==> src/rtl/seq_det_pkg.sv <==
`default_nettype none
// ============================================================================
//  Module      : seq_det_pkg
//  Description : Shared constants and helper functions for the runtime
//                configurable serial pattern detector.
//  Revision    : 1.0  initial release
// ============================================================================
package seq_det_pkg;

    // Output mode encoding (cfg_moore)
    localparam logic MODE_MEALY = 1'b0;
    localparam logic MODE_MOORE = 1'b1;

    // Bit arrival order encoding (cfg_lsb_first)
    localparam logic ORDER_MSB = 1'b0;
    localparam logic ORDER_LSB = 1'b1;

    // Widest pattern the helpers handle; MAX_LEN of any instance must not exceed it
    localparam int c_PAT_W_MAX = 32;
    localparam int c_LEN_W_MAX = 6;

    // Reverse the low 'len' bits of 'pattern'; bits at and above 'len' are zero.
    function automatic logic [c_PAT_W_MAX-1:0] bitrev_len(
        input logic [c_PAT_W_MAX-1:0] pattern,
        input logic [c_LEN_W_MAX-1:0] len
    );
        logic [c_PAT_W_MAX-1:0] rev;
        int                     src;
        rev = '0;
        for (int i = 0; i < c_PAT_W_MAX; i++) begin
            if (i < int'(len)) begin
                src    = int'(len) - 1 - i;
                rev[i] = pattern[src[4:0]];
            end
        end
        return rev;
    endfunction

    // Mask with the low 'len' bits set.
    function automatic logic [c_PAT_W_MAX-1:0] len_mask(
        input logic [c_LEN_W_MAX-1:0] len
    );
        logic [c_PAT_W_MAX-1:0] m;
        m = '0;
        for (int i = 0; i < c_PAT_W_MAX; i++) begin
            m[i] = (i < int'(len));
        end
        return m;
    endfunction

endpackage
`default_nettype wire

==> src/rtl/seq_detector_param_window_cmp.sv <==
`default_nettype none
// ============================================================================
//  Module      : seq_window_cmp
//  Description : Combinational comparison of the most recent 'len' received
//                bits (current bit as LSB) against the configured pattern,
//                reversed first when the pattern is sent LSB-first.
//  Revision    : 1.0  initial release
// ============================================================================
module seq_window_cmp
    import seq_det_pkg::*;
#(
    parameter int MAX_LEN = 8,
    parameter int LEN_W   = $clog2(MAX_LEN + 1)
) (
    input  logic [MAX_LEN-2:0] hist,
    input  logic               x,
    input  logic [MAX_LEN-1:0] pattern,
    input  logic [LEN_W-1:0]   len,
    input  logic               lsb_first,
    output logic               window_eq
);

    logic [MAX_LEN-1:0]     w_window;
    logic [c_PAT_W_MAX-1:0] w_window_ext;
    logic [c_PAT_W_MAX-1:0] w_pattern_ext;
    logic [c_PAT_W_MAX-1:0] w_expected;
    logic [c_PAT_W_MAX-1:0] w_mask;
    logic [c_LEN_W_MAX-1:0] w_len_ext;

    // Oldest bit lands in the MSB, so an MSB-first pattern compares directly.
    assign w_window      = {hist, x};
    assign w_window_ext  = c_PAT_W_MAX'(w_window);
    assign w_pattern_ext = c_PAT_W_MAX'(pattern);
    assign w_len_ext     = c_LEN_W_MAX'(len);

    // Select the expected window value and compare only the low 'len' bits.
    always_comb begin
        w_expected = w_pattern_ext;
        if (lsb_first == ORDER_LSB) begin
            w_expected = bitrev_len(w_pattern_ext, w_len_ext);
        end
        w_mask    = len_mask(w_len_ext);
        window_eq = (((w_window_ext ^ w_expected) & w_mask) == '0);
    end

endmodule
`default_nettype wire

==> src/rtl/seq_detector_param.sv <==
`default_nettype none
// ============================================================================
//  Module      : seq_detector_param
//  Description : Runtime-configurable serial bit-pattern detector with
//                overlap / non-overlap, Moore / Mealy output, MSB/LSB-first
//                ordering, input qualifier and saturating match counter.
//  Revision    : 1.0  initial release
// ============================================================================
module seq_detector_param
    import seq_det_pkg::*;
#(
    parameter int MAX_LEN = 8,
    parameter int CNT_W   = 8,
    parameter int LEN_W   = $clog2(MAX_LEN + 1)
) (
    input  logic               clk,
    input  logic               rst,
    input  logic               x,
    input  logic               in_valid,
    input  logic               cfg_load,
    input  logic [MAX_LEN-1:0] cfg_pattern,
    input  logic [LEN_W-1:0]   cfg_len,
    input  logic               cfg_overlap,
    input  logic               cfg_moore,
    input  logic               cfg_lsb_first,
    input  logic               cnt_clr,
    output logic               y,
    output logic [CNT_W-1:0]   match_count
);

    localparam int               c_HIST_W  = MAX_LEN - 1;
    localparam logic [LEN_W-1:0] c_LEN_MAX = LEN_W'(MAX_LEN);

    // Configuration registers
    logic [MAX_LEN-1:0] r_pattern;
    logic [LEN_W-1:0]   r_len;
    logic               r_overlap;
    logic               r_moore;
    logic               r_lsb_first;

    // Detection state
    logic [c_HIST_W-1:0] r_hist;
    logic [LEN_W-1:0]    r_fill;
    logic                r_y;
    logic [CNT_W-1:0]    r_count;

    logic               w_accept;
    logic               w_window_eq;
    logic               w_filled;
    logic               w_match;
    logic [LEN_W-1:0]   w_cfg_len;

    // A bit arriving alongside cfg_load is dropped: the load restarts history.
    assign w_accept  = in_valid & ~cfg_load;

    // Enough bits seen (including the current one) to fill the window.
    assign w_filled  = (({1'b0, r_fill} + (LEN_W + 1)'(1)) >= {1'b0, r_len});

    assign w_match   = w_accept & (r_len != '0) & w_filled & w_window_eq;

    // Oversized lengths collapse to the largest supported window.
    assign w_cfg_len = (cfg_len > c_LEN_MAX) ? c_LEN_MAX : cfg_len;

    seq_window_cmp #(
        .MAX_LEN (MAX_LEN),
        .LEN_W   (LEN_W)
    ) u_window_cmp (
        .hist      (r_hist),
        .x         (x),
        .pattern   (r_pattern),
        .len       (r_len),
        .lsb_first (r_lsb_first),
        .window_eq (w_window_eq)
    );

    // Configuration latch: only updated on reset or an explicit load strobe.
    always_ff @(posedge clk) begin
        if (rst) begin
            r_pattern   <= '0;
            r_len       <= '0;
            r_overlap   <= 1'b1;
            r_moore     <= MODE_MOORE;
            r_lsb_first <= ORDER_MSB;
        end else if (cfg_load) begin
            r_pattern   <= cfg_pattern;
            r_len       <= w_cfg_len;
            r_overlap   <= cfg_overlap;
            r_moore     <= cfg_moore;
            r_lsb_first <= cfg_lsb_first;
        end
    end

    // Shift history, track fill level and register the Moore output per accepted bit.
    always_ff @(posedge clk) begin
        if (rst || cfg_load) begin
            r_hist <= '0;
            r_fill <= '0;
            r_y    <= 1'b0;
        end else if (w_accept) begin
            r_hist <= c_HIST_W'({r_hist, x});
            r_y    <= w_match;
            if (w_match && !r_overlap) begin
                // Non-overlapping: the next match must be built from fresh bits.
                r_fill <= '0;
            end else if (r_fill != c_LEN_MAX) begin
                r_fill <= r_fill + LEN_W'(1);
            end
        end
    end

    // Saturating match counter; clear has priority over a simultaneous match.
    always_ff @(posedge clk) begin
        if (rst || cfg_load || cnt_clr) begin
            r_count <= '0;
        end else if (w_match && !(&r_count)) begin
            r_count <= r_count + CNT_W'(1);
        end
    end

    // Output select; forced low while reset is asserted.
    assign y           = ~rst & ((r_moore == MODE_MOORE) ? r_y : w_match);
    assign match_count = r_count;

endmodule
`default_nettype wire

==> config.mk <==
export PLATFORM = sky130hd
export DESIGN_NAME = seq_detector_param
export DESIGN_NICKNAME = d
export VERILOG_FILES = /design/src/rtl/seq_det_pkg.sv /design/src/rtl/seq_detector_param_window_cmp.sv /design/src/rtl/seq_detector_param.sv
export SDC_FILE = /design/constraint.sdc
export NUM_CORES = 1
export LEC_CHECK = 0
export CORE_MARGIN = 3
export CORE_UTILIZATION = 30
export DETAILED_ROUTE_END_ITERATION = 10
export DONT_BUFFER_PORTS = 1
export PLACE_DENSITY = 0.53
export SETUP_SLACK_MARGIN = 0.1
export SLEW_MARGIN = 20
export SYNTH_ARGS = -nofsm -noshare
export SYNTH_HDL_FRONTEND = slang
export SYNTH_SLANG_ARGS = --single-unit
==> constraint.sdc <==
create_clock -name clk -period 4.6 [get_ports clk]
set_input_delay 0.23 -clock clk [delete_from_list [all_inputs] [get_ports clk]]
set_output_delay 0.23 -clock clk [all_outputs]
set_load 0.005 [all_outputs]
### Yosys cells after proc, flatten, opt, wreduce, memory -nomap -nowiden

Index checks and enable logic that the tools add are counted.

* add/subtract/negate cells: 35
* order comparisons: 66
* eq/ne operators: 1
* muxes and demuxes: 101
* bitwise gates (word level): 9
* reductions and logical operators: 11

Operator list (count)
* $lt 5x6->1 const B: 32
* $bmux 1 s5: 32
* $lt 5x4->1 const A: 16
* $sub 5x5->5 const B: 16
* $mux 1: 65
* $sub 5x4->5 const B: 8
* $and 32x32->32: 1
* $logic_not 32->1: 1
* $lt 4x4->1 const A: 8
* $mux 32: 1
* $xor 8x32->32: 1
* $sub 5x3->5 const B: 4
* $lt 3x4->1 const A: 4
* $mux 4: 3
* $sub 5x2->5 const B: 2
* $add 8x1->8 const B: 1
* $lt 1x4->1 const A: 2
* $lt 2x4->1 const A: 2
* $reduce_and 8->1: 1
* $add 4x1->5 const B: 1
* $and 1x1->1: 5
* $ge 5x4->1: 1
* $sub 4x1->5 const B: 1
* $sub 5x1->5 const B: 1
* other kinds (10): 14

* register bits after elaboration: 35
* input port bits: 21
* output and inout port bits: 9
* word-level logic and storage cells: 232

### Longest topological paths before layout

* depth in word-level cells: 13
* depth in mapped cells: 19
* depth with buffers taken out: 14

### Hierarchy

From an unflattened synthesis, not the netlist that was laid out.

* cell total of the unflattened synthesis: 381
* area, all modules: 3155.5 µm²

Modules (own cells, without submodules)
* seq_detector_param: times used 1, cells an instance 176, area an instance 1624.1 µm², sequential area each 700.7 µm²
* seq_window_cmp: times used 1, cells an instance 205, area an instance 1531.5 µm², sequential area each 0.0 µm²

### Worst setup path after synthesis

Ideal clock, no wire load.

* path type: reg2reg
* from: register r_len[0]
* to: register r_count[5] (netlist: match_count[5])
* setup time: 0.135 ns
* arrival: 3.859 ns
* data required time: 4.465 ns
* slack: 0.606 ns
* cell stages (with the launch flop): 19
* path buffers: 4
* period minus slack after synthesis: 3.994 ns
* path through: dfxtp_1 > buf_4 > clkinv_1 > ha_1 > xnor2_1 > buf_2 > clkinv_1 > ha_1 > clkbuf_1 > inv_1 > a32oi_1 > o211a_1 > o221ai_1 > o2111ai_1 > a2111oi_4 > nand2_2 > buf_6 > o311ai_0 > o41ai_1

* word-level cells in the longest chain between the ends: 11
* elaborated cells between the ends (all ways): 170
* those cells by class: add/sub (32); order compare (33); mux (97); bitwise (5); reduce/logical (3)

RTL lines
* from (decl): RTL line seq_detector_param.sv:36 `logic [LEN_W-1:0] r_len;`
* from (signal assigned): RTL line seq_detector_param.sv:86 `r_len <= w_cfg_len;`
* $sub 4x1->5: RTL line seq_det_pkg.sv:32 `src = int'(len) - 1 - i;`
* $sub 5x2->5 (tied with other cells): RTL line seq_det_pkg.sv:32
* $bmux 1 s5: RTL line seq_det_pkg.sv:33 `rev[i] = pattern[src[4:0]];`
* $mux 1 (not written as such): RTL line seq_det_pkg.sv:33
* $mux 1: RTL line seq_det_pkg.sv:31 `if (i < int'(len)) begin`
* $mux 32: RTL line seq_detector_param_window_cmp.sv:39 `if (lsb_first == ORDER_LSB) begin`
* $xor 8x32->32: RTL line seq_detector_param_window_cmp.sv:43 `window_eq = (((w_window_ext ^ w_expected) & w_mask) == '0);`
* $and 32x32->32: RTL line seq_detector_param_window_cmp.sv:43
* $logic_not 32->1: RTL line seq_detector_param_window_cmp.sv:43
* $and 1x1->1 (*): RTL line seq_detector_param.sv:59 `assign w_match = w_accept & (r_len != '0) & w_filled & w_window_eq;`
* $logic_and 1x1->1 (*): RTL line seq_detector_param.sv:115 `end else if (w_match && !(&r_count)) begin`
* to (signal assigned): RTL line seq_detector_param.sv:116 `r_count <= r_count + CNT_W'(1);`
* to (decl): RTL line seq_detector_param.sv:45 `logic [CNT_W-1:0] r_count;`

Mark *: on every way between the ends. The rest lies on a longest branch, timed or not. The select of a mux whose other input is x is not followed.
A chain may end at the register's enable or synchronous reset.

### Worst setup path after layout

* from: register r_len[1]
* to: output port y

* word-level cells in the longest chain between the ends: 12
* elaborated cells between the ends (all ways): 171
* those cells by class: add/sub (32); order compare (33); mux (98); bitwise (6); reduce/logical (2)

RTL lines
* $sub 4x1->5: RTL line seq_det_pkg.sv:32
* $sub 5x2->5 (tied with other cells): RTL line seq_det_pkg.sv:32
* $bmux 1 s5: RTL line seq_det_pkg.sv:33
* $mux 1 (not written as such): RTL line seq_det_pkg.sv:33
* $mux 1: RTL line seq_det_pkg.sv:31
* $mux 32: RTL line seq_detector_param_window_cmp.sv:39
* $xor 8x32->32: RTL line seq_detector_param_window_cmp.sv:43
* $and 32x32->32: RTL line seq_detector_param_window_cmp.sv:43
* $logic_not 32->1: RTL line seq_detector_param_window_cmp.sv:43
* $and 1x1->1 (*): RTL line seq_detector_param.sv:59
* $mux 1 (*): RTL line seq_detector_param.sv:121 `assign y = ~rst & ((r_moore == MODE_MOORE) ? r_y : w_match);`
* $and 1x1->1 (*): RTL line seq_detector_param.sv:121
* to (decl): RTL line seq_detector_param.sv:27 `output logic y,`

Marked as above.

==> results.rst <==
.. list-table::
   :header-rows: 1

   * - Metric
     - Value
   * - Level count of the clock H-tree
     - 2
   * - Yosys warning count
     - 0
   * - Dominant cell type by count on the critical path
     - mux2_2
   * - Share of layout cells above drive strength 1
     - 0.103
   * - First-pass detailed-route iteration total
     - 5
   * - Final non-filler cell total
     - 526
   * - GRT Util Overall
     - 0.169
   * - TritonCTS clock tree
     - yes
   * - Antenna violations before repair
     - 0
   * - Result of the run
     - finished clean
   * - Die width
     - 110 um
   * - Number of fillers in the final layout
     - 1137
   * - Worst Setup Slack, final
     - 418 ps
   * - DP Cell Count
     - 517
   * - Port-buffer cells
     - 0
   * - Setup violations, final
     - 0
   * - Family with the most delay on the worst path
     - compound AO/OA/AOI/OAI gates
   * - Arrival time reported for the critical path endpoint
     - 3950 ps
   * - Total power density per cell area
     - 248 nW/um2
   * - Final weighted congestion of routability-driven global placement
     - 1.03
   * - Die Span Y
     - 110 um
   * - Register clock-pin slew on the reported worst setup and hold paths
     - 70 ps
   * - Number of nets in the layout
     - 428
   * - Worst-skew pair later-pin latency
     - 290 ps
   * - Distinct cell type count of the synthesized netlist
     - 70
   * - Met2 track demand over resource
     - 0.263
   * - Time the worst path needs with I/O delays and setup
     - 4180 ps
   * - Effective utilization at floorplan
     - 0.312
   * - Critical Path Max Stage Delay
     - 510 ps
   * - Antenna diode count
     - 0
   * - Worst path bufs/invs
     - 1
   * - DRT iter0 DRCs
     - 324
   * - Placement Rows
     - 37
   * - Nature of the critical path startpoint
     - register
   * - Most used flip-flop cell after synthesis
     - dfxtp_1
   * - Detailed-route via count
     - 3140
   * - Met1 demand-to-capacity share in global routing
     - 0.221
   * - Sum of negative setup slack
     - 0 ps
   * - Maximum buffer depth of the clock tree
     - 2
   * - Number of synthesized flops with an enable pin
     - 0
   * - Core Footprint
     - 10500 um2
   * - Detailed-route wire length per cell
     - 18.5 um
   * - Critical path endpoint category
     - output pin
   * - Classification of the worst-slack hold path
     - in -> reg
   * - Post-synthesis instance area
     - 3260 um2
   * - HPWL after DPL
     - 7460 um
   * - Synthesized instance count
     - 393
   * - Worst slack after detailed placement
     - 482 ps
   * - Slowest stage cell, crit path
     - ha_2
   * - Buffers inserted during post-CTS setup optimization
     - 0
   * - Maximum number of pins on one net before global-route repair
     - 24
   * - Data required time of the worst path
     - 4370 ps
   * - Antenna viol nets, final
     - 0
   * - Leftover overflow at the end of global routing
     - 0
   * - Detailed Route WL
     - 9730 um
   * - FFs w/ async S/R, synth
     - 0
   * - Max-cap violation count
     - 0
   * - Number of global-route vias before repair
     - 3019
   * - Layer with the highest usage
     - met2
   * - Total CTS buffers
     - 5
   * - Detailed-route DRC error count
     - 0
   * - Synthesized net count
     - 432
   * - Num Clock Sinks
     - 35
   * - Number of top-level design ports
     - 30
   * - Path type of the worst setup path
     - reg -> out
   * - Worst-path cell chain
     - inv_1 -> ha_2 -> mux2_2 -> mux2_2 -> a221oi_1 -> nor3_1 -> a2111o_1 -> a2111oi_4 -> nand4_2 -> o21a_1 -> nor2_1
   * - Routing usage on met3
     - 0.0396
   * - Setup repair after global routing missed its margin
     - no
   * - Slew at the pin with the worst max-slew slack
     - 1060 ps
   * - Fmax
     - 239 MHz
   * - Via-per-instance ratio
     - 5.97
   * - Worst supply voltage drop on vdd
     - 0.000179 V
   * - Share of the cycle needed by the critical path after routing
     - 0.909
   * - Register bit total from synthesis
     - 35
   * - Synth top area cells
     - dfxtp_1, mux2i_1, ha_1, nor2_1, a21oi_1
   * - Die Footprint
     - 12200 um2
   * - Final-report hold violation count
     - 0
   * - Root buf cell
     - clkbuf_8
   * - Syn avg cell area
     - 8.30 um2
   * - Worst hold margin
     - 35.8 ps
   * - Count of pins over their slew limit
     - 0
   * - Synth-to-layout area growth
     - 8.40%
   * - Total design power
     - 0.000876 W
   * - Max-Slew Margin vs Limit
     - 0.289
   * - Dominant cell type by area after synthesis
     - dfxtp_1
   * - Wire length of the first global-routing pass
     - 15900 um
   * - Standby leakage power
     - 1.29 nW
   * - Critical-path maximum fanout
     - 13
   * - List of most frequent post-synthesis cells
     - dfxtp_1, nor2_1, mux2i_1, nand2_1, a21oi_1
   * - Sequential share of the synthesized area
     - 0.215
   * - Fin Clk Skew
     - 4.31 ps
   * - Proportion of netlist area held by the largest area contributor
     - 0.215
-- kinds of logic (layout without fill, tap and decap cells) --
group	after synthesis	after routing	share of synthesized area
AOI/OAI and AO/OA	106	106	0.243
xor gates and xnor gates	13	13	0.0349
adders and majority gates	18	18	0.0691
buffers and inverters	44	41	0.0648
DFF	35	35	0.215
muxes	40	40	0.152
and+or+nand+nor	137	137	0.222
-- state kept, by name (all words and copies together) (netlist names) --
register / cells
match_count: 8
r_fill: 4
r_hist: 7
r_len: 4
r_lsb_first: 1
r_moore: 1
r_overlap: 1
r_pattern: 8
r_y: 1
-- routing by layer --
metal / part of all wire / up-vias
met5: 0 / -
met4: 0.043 / 0
met3: 0.082 / 44
met2: 0.44 / 145
met1: 0.43 / 1474
li1: - / 1477
-- placed cells by master (no fill, tap or decap), types with 6 or more instances in the layout --
cell type   n
nor2_1     35
dfxtp_1    34
mux2i_1    28
nand2_1    25
a21oi_1    19
o21ai_0    17
ha_1       17
inv_1      16
nand3_1    14
buf_4      13
nand2b_1   11
nor2b_1    10
xnor2_1     9
nor3_1      7
o211ai_1    6
or3_1       6
-- worst paths after layout --
kind / startpoint / to / slack [ps] / cells after the start
max: r_len[1] / y / 420 / 11
max reg2reg: r_len[1] / match_count[5] / 650 / 12
min reg2reg: r_y / r_y / 490 / 2
min: rst / r_moore / 40 / 1
-- cell type report --
cell class	count	area, um2	area share
Timing Repair Buffer	14	108	0.0304
Tap cell	136	170	0.0481
Inverter	19	71.3	0.0202
Sequential cell	35	702	0.199
Clock inverter	2	60.1	0.0170
Clock buffer	6	72.6	0.0205
Multi-Input combinational cell	314	2350	0.665
-- what timing repair did --
action                                  in CTS  in global routing
resized for setup                            0                  2
endpoints found under the setup margin       0                  2
endpoints found under the hold margin       13                  0
hold buffers                                 1                  0
-- where the power goes --
part	leakage (nW)	total, W	switching [W]	internal (W)
combinational	0.936	0.000218	0.000128	0.0000896
clock	0.0654	0.000332	0.000115	0.000217
sequential	0.285	0.000327	0.0000152	0.000311
total	1.29	0.000876	0.000259	0.000618
-- stage by stage --
step	utilization	cell area [um2]
after floorplan	-	3260
after global placement	0.324	3390
after detailed placement	0.324	3390
after CTS	0.337	3530
after global routing	0.338	3530
final	0.338	3530
Note: power is estimated with default switching activity, not from simulation.
